--- config.mk ---
export PLATFORM = sky130hd
export DESIGN_NAME = lpf_channel_scheduler
export DESIGN_NICKNAME = d
export VERILOG_FILES = /design/src/rtl/lpf_channel_scheduler.sv
export SDC_FILE = /design/constraint.sdc
export NUM_CORES = 1
export LEC_CHECK = 0
export CORE_MARGIN = 1
export CORE_UTILIZATION = 55
export DETAILED_ROUTE_END_ITERATION = 10
export PLACE_DENSITY = 0.75
export SYNTH_ARGS = -nofsm -noshare
export SYNTH_HDL_FRONTEND = slang
export SYNTH_SLANG_ARGS = --single-unit
--- constraint.sdc ---
create_clock -name clk -period 9.33 [get_ports clk]
set_input_delay 1.866 -clock clk [delete_from_list [all_inputs] [get_ports clk]]
set_output_delay 1.866 -clock clk [all_outputs]
set_load 0.02 [all_outputs]
--- src/rtl/lpf_channel_scheduler.sv ---
// Shared first-order IIR low-pass datapath, time-multiplexed across
// NUM_CH channels with round-robin valid/ready arbitration.
module lpf_channel_scheduler #(
  parameter int          NUM_CH        = 4,
  parameter logic [7:0]  ALPHA_DEFAULT = 8'd40,
  localparam int         CW            = $clog2(NUM_CH)
) (
  input  logic                  clk,
  input  logic                  rst,
  input  logic [NUM_CH-1:0]     req_valid,
  input  logic [8*NUM_CH-1:0]   req_sample,
  output logic [NUM_CH-1:0]     req_ready,
  input  logic                  cfg_we,
  input  logic [CW-1:0]         cfg_ch,
  input  logic [7:0]            cfg_alpha,
  input  logic                  cfg_en,
  output logic                  out_valid,
  output logic [CW-1:0]         out_ch,
  output logic [7:0]            out_sample,
  output logic                  busy
);

  typedef enum logic [1:0] {
    IDLE,
    CALC,
    OUT
  } state_t;

  state_t state, state_nx;

  logic [CW-1:0]     ptr;
  logic [CW-1:0]     g;
  logic [CW-1:0]     cand;
  logic [CW-1:0]     gnt_idx;
  logic              gnt_any;
  logic signed [7:0] x;
  logic signed [7:0] y_prev [NUM_CH];
  logic [7:0]        alpha  [NUM_CH];
  logic [NUM_CH-1:0] en;

  logic [7:0]         a_cur;
  logic signed [7:0]  y_cur;
  logic signed [17:0] p_in;
  logic signed [17:0] p_fb;
  logic signed [17:0] sum;
  logic signed [7:0]  sat;

  // Walk from the highest offset down so the nearest request wins
  always_comb begin
    gnt_any = 1'b0;
    gnt_idx = '0;
    cand    = '0;
    for (int k = NUM_CH - 1; k >= 0; k--) begin
      cand = ptr + CW'(k);
      if (req_valid[cand]) begin
        gnt_any = 1'b1;
        gnt_idx = cand;
      end
    end
  end

  always_comb begin
    req_ready = '0;
    if (state == IDLE && gnt_any)
      req_ready = NUM_CH'(1) << gnt_idx;
  end

  always_comb begin
    state_nx = state;
    unique case (state)
      IDLE:    if (gnt_any) state_nx = CALC;
      CALC:    state_nx = OUT;
      OUT:     state_nx = IDLE;
      default: state_nx = IDLE;
    endcase
  end

  assign out_valid = (state == OUT);
  assign busy      = (state != IDLE);

  assign a_cur = alpha[g];
  assign y_cur = y_prev[g];
  assign p_in  = $signed({10'd0, a_cur})
               * $signed({{10{x[7]}}, x});
  assign p_fb  = $signed({10'd0, 8'd128 - a_cur})
               * $signed({{10{y_cur[7]}}, y_cur});
  assign sum   = (p_in >>> 7) + (p_fb >>> 7);

  always_comb begin
    if (sum > 18'sd127)
      sat = 8'sd127;
    else if (sum < -18'sd128)
      sat = -8'sd128;
    else
      sat = sum[7:0];
  end

  always_ff @(posedge clk) begin
    if (rst) begin
      state      <= IDLE;
      ptr        <= '0;
      g          <= '0;
      x          <= '0;
      out_ch     <= '0;
      out_sample <= '0;
      en         <= '1;
      for (int k = 0; k < NUM_CH; k++) begin
        y_prev[k] <= '0;
        alpha[k]  <= ALPHA_DEFAULT;
      end
    end else begin
      state <= state_nx;
      if (cfg_we) begin
        alpha[cfg_ch] <= (cfg_alpha > 8'd128)
                       ? 8'd128 : cfg_alpha;
        en[cfg_ch]    <= cfg_en;
      end
      if (state == IDLE && gnt_any) begin
        g   <= gnt_idx;
        x   <= req_sample[{gnt_idx, 3'b000} +: 8];
        ptr <= gnt_idx + CW'(1);
      end
      if (state == CALC) begin
        out_ch <= g;
        if (en[g]) begin
          out_sample <= sat;
          y_prev[g]  <= sat;
        end else begin
          out_sample <= x;
        end
      end
    end
  end

endmodule

==> run metrics, run 1 <==
Hold/Removal Path Class reg -> reg; Root Driver clkbuf_16; row cnt 46; largest net degree at the start of global routing 37; CP Buf/Inv Count 2; Detailed Routing Iterations Pass 1 5; gr usage total 0.254; setup TNS 0 ns; IO Pins 66; Final #Nets 1193; Ys Warns 0; post-route design area between 9000 and 10000 µm²; fin. max-slew vios 0; #FFs+latches synth 94; WL final ~20000 µm; outcome completed; crit-path leading delay family adder cells; clock sinks between 90 and 100; Final Util 0.630; Vias 6649; mapped cell area 8870 µm²; n_diodes 0; post-synth top area share 0.217; Max Clock Skew approximately 0.0088 ns; slowest cell delay on critical path 0.70 ns; post-placement cell area about 9700 µm²; Area Overhead vs Synth 12.4%; global-route wire length before repair between 30000 and 40000 µm; count leader, synth nor2_1; clk_lat worst skew around 0.35 ns; leading area contributor after synthesis edfxtp_1; FMAX between 100 and 150 MHz; GRT overflow 0; die width roughly 130 µm; routability cong. between 0.9 and 1; CTS tree yes; core area 15800 µm²; share of layout cells above drive strength 1 0.0561; DR DRC count 0; Syn Nets roughly 1100; dominant synthesized flop cell edfxtp_1; Initial Util 0.560; asr flop ratio synth 0; EDFF count, synth 64; Die ar. 16600 µm²; setup-violating endpoint count in the final report 0; postcts setup bufs 0; max_slew headroom 0.465; crit path max fanout 16; Max Cap Viol 0; fin crit share 0.912; pin slew with the least headroom to its limit 0.798 ns; cts repair resizes 0; clk slew on worst S/H paths approximately 0.070 ns; Max Root-Sink Buffers 2; violation count after the first detailed-route iteration roughly 460; wire length per cell about 16 µm; critical path endpoint category flop; top cells by area, synth edfxtp_1 (22%), fa_1 (16%), ha_1 (14%); final number of hold-violating endpoints 0; Clock H-tree levels 3; critical path depth 27; slowest stage cell on the critical path mux4_2; ANT nets after route 0; Post-CTS Hold Fix Bufs 0; antenna violations before repair 0; min cycle time layout 8.51 ns; average size of a mapped cell between 9 and 10 µm²; crit path DAT about 8.6 ns; Critical Path Start Type flop; Chip Height around 130 µm; register area share after synthesis 0.284; reg2reg path depth 27; most used cell along the critical path fa_1; worst setup path category reg -> reg; Synth cell types 61; number of port buffers 65; CP required between 9 and 10 ns; Post-Syn Instances between 900 and 1000; placed wire-length estimate 15400 µm; number of global-route vias before repair 6620; Final Hold Slack roughly 0.47 ns; TritonCTS Buffers 9; hold path cells 2; RSZ-0062 raised after global routing false; synth cell count leaders nor2_1 (136), inv_1 (103), ha_1 (97); routed vias/inst between 5 and 6
-- routing by layer --
| layer | share of wire | track usage | up-vias |
|---|---|---|---|
| met5 | 0 | 0 | - |
| met4 | 0.014 | 0.0720 | 0 |
| met3 | 0.044 | 0.0295 | 25 |
| met2 | 0.49 | 0.431 | 212 |
| met1 | 0.45 | 0.344 | 3213 |
| li1 | - | - | 3199 |
-- area by class of cell --
| class | count | area (µm²) |
|---|---|---|
| inverter | 105 | 394 |
| fill | 1328 | 5860 |
| sequential | 94 | 2520 |
| clock buffer | 9 | 225 |
| tap | 216 | 270 |
| multi-input combinational | 694 | 5790 |
| clock inverter | 7 | 72.6 |
| timing repair buffer | 71 | 696 |
-- metrics by stage --
stage	std cells	setup slack [ns]
finish	1196	0.820
global placement	1180	0.985
detailed placement	1180	0.788
floorplan	928	1.80
global route	1196	0.230
CTS	1196	0.782
-- worst reg2reg max path, stage by stage (launching register included) --
cell and delay (ns):
dfxtp_1 0.55, buf_4 0.36, mux4_2 0.71, nor2_1 0.16, nand2_1 0.09, or3_4 0.36
xor2_1 0.30, nand2_1 0.13, fa_1 0.51, fa_1 0.52, inv_1 0.05, fa_1 0.46
fa_1 0.49, ha_1 0.34, nand2_1 0.06, or3_1 0.31, a31oi_1 0.27, a22o_1 0.26
a311o_1 0.24, a211oi_1 0.09, a211oi_1 0.24, ha_1 0.32, or3_1 0.36, a21boi_0 0.17
mux2i_1 0.09, o21a_1 0.31, o21ai_0 0.42, nor2_1 0.10
-- worst paths after layout --
path	startpoint	end	slack, ns
worst min-delay path	out_ch[1]	out_ch[1]	0.47
worst max-delay path	flop	y_prev[2][2]	0.82
worst min register to register	out_ch[1]	out_ch[1]	0.47
worst max register to register	flop	y_prev[2][2]	0.82
-- kinds of logic (layout without fill, tap and decap cells) --
group | Yosys count | after routing | synth area share
AOI/OAI and AO/OA | 121 | 121 | 0.0880
xor gates and xnor gates | 27 | 27 | 0.0292
adders and majority gates | 168 | 168 | 0.297
buffers and inverters | 140 | 192 | 0.0629
DFF | 94 | 94 | 0.284
muxes | 42 | 42 | 0.0638
and+or+nand+nor | 336 | 336 | 0.175
-- flip-flops by register name, indices dropped and copies added, names as in the netlist, named ones only --
| signal | cells |
|---|---|
| state | 2 |
| y_prev | 32 |
| g | 2 |
| en | 4 |
| ptr | 2 |
| out_sample | 8 |
| x | 8 |
| alpha | 32 |
| out_ch | 2 |
-- placed cells by master, fill, tap and decap left out, types with 3 or more instances in the layout --
cell               n
a211oi_1           7
a21boi_0           3
a21o_1             9
a21oi_1           38
a311o_1            3
a31oi_1            4
and2_1            38
and3_1             9
buf_4              6
clkbuf_16          9
clkdlybuf4s50_1   65
dfxtp_1           30
edfxtp_1          64
fa_1              71
ha_1              97
inv_1            103
mux2_2             6
mux2i_1           25
mux4_2            11
nand2_1           90
nand2b_1          16
nand3_1            5
nor2_1           136
nor2b_1            8
nor3_1            12
o21a_1            14
o21ai_0           13
o21ai_1            5
o22ai_1           10
or2_2              5
or3_1              4
xnor2_1           15
xor2_1             9
Power of run 1 is left out: the tool's default activity adds up to more than one toggle a clock period on the data nets, which glitch-free logic cannot reach.
==> inputs of run 2 (changes only) <==
--- a/config.mk
+++ b/config.mk
@@ -6,5 +6,4 @@
 export NUM_CORES = 1
 export LEC_CHECK = 0
-export CORE_MARGIN = 1
 export CORE_UTILIZATION = 55
 export DETAILED_ROUTE_END_ITERATION = 10
==> constraint.sdc (replaced) <==
create_clock -name clk -period 9.33 [get_ports clk]
set_input_delay 1.866 -clock clk [delete_from_list [all_inputs] [get_ports clk]]
set_output_delay 1.866 -clock clk [all_outputs]
set_load 0.005 [all_outputs]
==> run 2 against run 1 <==
Net effect:
- hold slack got worse by 0.010 ns
- highest routed layer unchanged
- fmax up 0.22%
- first-iteration DRC count rose by 4.8%
- register-to-register slack improved by 0.02 ns
- final cell count did not move
==> run metrics, run 2 (same netlist as run 1, synthesis figures left out) <==
cts repair resizes 0 (unchanged); pin slew with the least headroom to its limit 0.799 ns (+0.00149 ns); largest net degree at the start of global routing 37 (unchanged); Max Root-Sink Buffers 2 (unchanged); die width 129 µm (unchanged); fin crit share 0.910 (-0.00200); Vias 6613 (-0.54%); postcts setup bufs 0 (unchanged); Detailed Routing Iterations Pass 1 5 (unchanged); TritonCTS Buffers 9 (unchanged); core area 15800 µm² (unchanged); Area Overhead vs Synth 12.6%; gr usage total 0.255 (+0.00143); clk slew on worst S/H paths 0.06 ns (about the same); WL final 19600 µm (+0.41%); Initial Util 0.560 (unchanged); CTS tree yes; Post-CTS Hold Fix Bufs 0 (unchanged); row cnt 46 (unchanged); commonest non-fill, non-tap cells in the layout nor2_1 (136), inv_1 (103), ha_1 (97); DR DRC count 0 (unchanged); setup-violating endpoint count in the final report 0 (unchanged); fin. max-slew vios 0 (unchanged); clock sinks 94 (unchanged); Hold/Removal Path Class reg -> reg; Final #Nets 1193 (unchanged); number of global-route vias before repair 6621 (+0.015%); outcome completed; ANT nets after route 0 (unchanged); post-route design area 9990 µm² (+0.18%); setup TNS 0 ns (unchanged); Critical Path Start Type flop; Max Clock Skew 0.00395 ns (-0.00485 ns); GRT overflow 0 (unchanged); Die ar. 16600 µm² (unchanged); Max Cap Viol 0 (unchanged); Placed Cells 1180 (unchanged); n_diodes 0 (unchanged); wire length per cell 16.4 µm (+0.41%); leading cell type in the layout, fill and taps excluded nor2_1; min cycle time layout 8.49 ns (-0.0187 ns); Root Driver clkbuf_16; share of layout cells above drive strength 1 0.0561 (unchanged); max_slew headroom 0.462 (-0.00372); violation count after the first detailed-route iteration 483 (+4.8%); placed wire-length estimate 15500 µm (+0.53%); Chip Height 129 µm (unchanged); worst setup path category reg -> reg; final number of hold-violating endpoints 0 (unchanged); hold path start out_ch[0]; fin cells 1196 (unchanged); antenna violations before repair 0 (unchanged); Clock H-tree levels 3 (unchanged); IO Pins 66 (unchanged); crit path DAT 8.56 ns (-0.03 ns); slack of the critical path 0.839 ns (+0.0187 ns); FMAX 118 MHz (+0.22%); post-placement cell area 9670 µm² (unchanged); global-route wire length before repair 32700 µm (+0.28%); worst slack, placed 0.810 ns (+0.0213 ns); clk_lat worst skew 0.34 ns (about the same); top flop regs alpha: 32 flops, y_prev: 32 flops; crit path max fanout 16 (unchanged); number of port buffers 65 (unchanged); RSZ-0062 raised after global routing false; routed vias/inst 5.53 (-0.54%); critical path endpoint category flop; routability cong. 0.954 (about the same); CP required 9.40 ns (about the same)
[run 2: cell types whose count changed in the layout (fill, tap and decap cells not counted)]
cell       previous run  this run
bufinv_16             1         2
clkbuf_1              0         1
clkinv_1              2         1
clkinv_2              1         2
clkinv_4              2         1
inv_6                 1         0
[run 2: critical path, stage by stage (launching register included)]
cell and delay [ns]:
dfxtp_1 0.56, buf_4 0.36, mux4_2 0.69, nor2_1 0.14, nand2_1 0.09, or3_4 0.36, xor2_1 0.28, nand2_1 0.13
fa_1 0.51, fa_1 0.52, inv_1 0.05, fa_1 0.46, fa_1 0.49, ha_1 0.34, nand2_1 0.06, or3_1 0.31
a31oi_1 0.27, a22o_1 0.26, a311o_1 0.24, a211oi_1 0.09, a211oi_1 0.25, ha_1 0.33, or3_1 0.35, a21boi_0 0.16
mux2i_1 0.09, o21a_1 0.30, o21ai_0 0.43, nor2_1 0.10
[run 2: stage by stage]
step                      hold WS (ns)   util
after floorplan                  0.430      -
after global placement           0.460  0.611
after detailed placement         0.449  0.611
after CTS                        0.461  0.631
after global routing             0.478  0.631
final                            0.462  0.631
[run 2: worst paths after layout]
kind / slack (ns) / cells after the start / endpoint
max: 0.84 / 27 / y_prev[1][2]
min: 0.46 / 2 / out_ch[0]
max reg2reg: 0.84 / 27 / y_prev[1][2]
min reg2reg: 0.46 / 2 / out_ch[0]
[run 2: metal layers]
layer | vias up | wire, µm | GRT usage
li1 | 3198 | - | -
met1 | 3199 | 8790 | 0.342
met2 | 190 | 9560 | 0.441
met3 | 26 | 856 | 0.0249
met4 | 0 | 379 | 0.0734
met5 | - | 0 | 0
[run 2: final cells by class]
cell class	count	area, µm²
clock buffer	10	229
clock inverter	6	86.3
fill	1353	5840
inverter	105	394
multi-input combinational	694	5790
sequential	94	2520
tap	216	270
timing repair buffer	71	696
Power of run 2 is left out for the same reason.
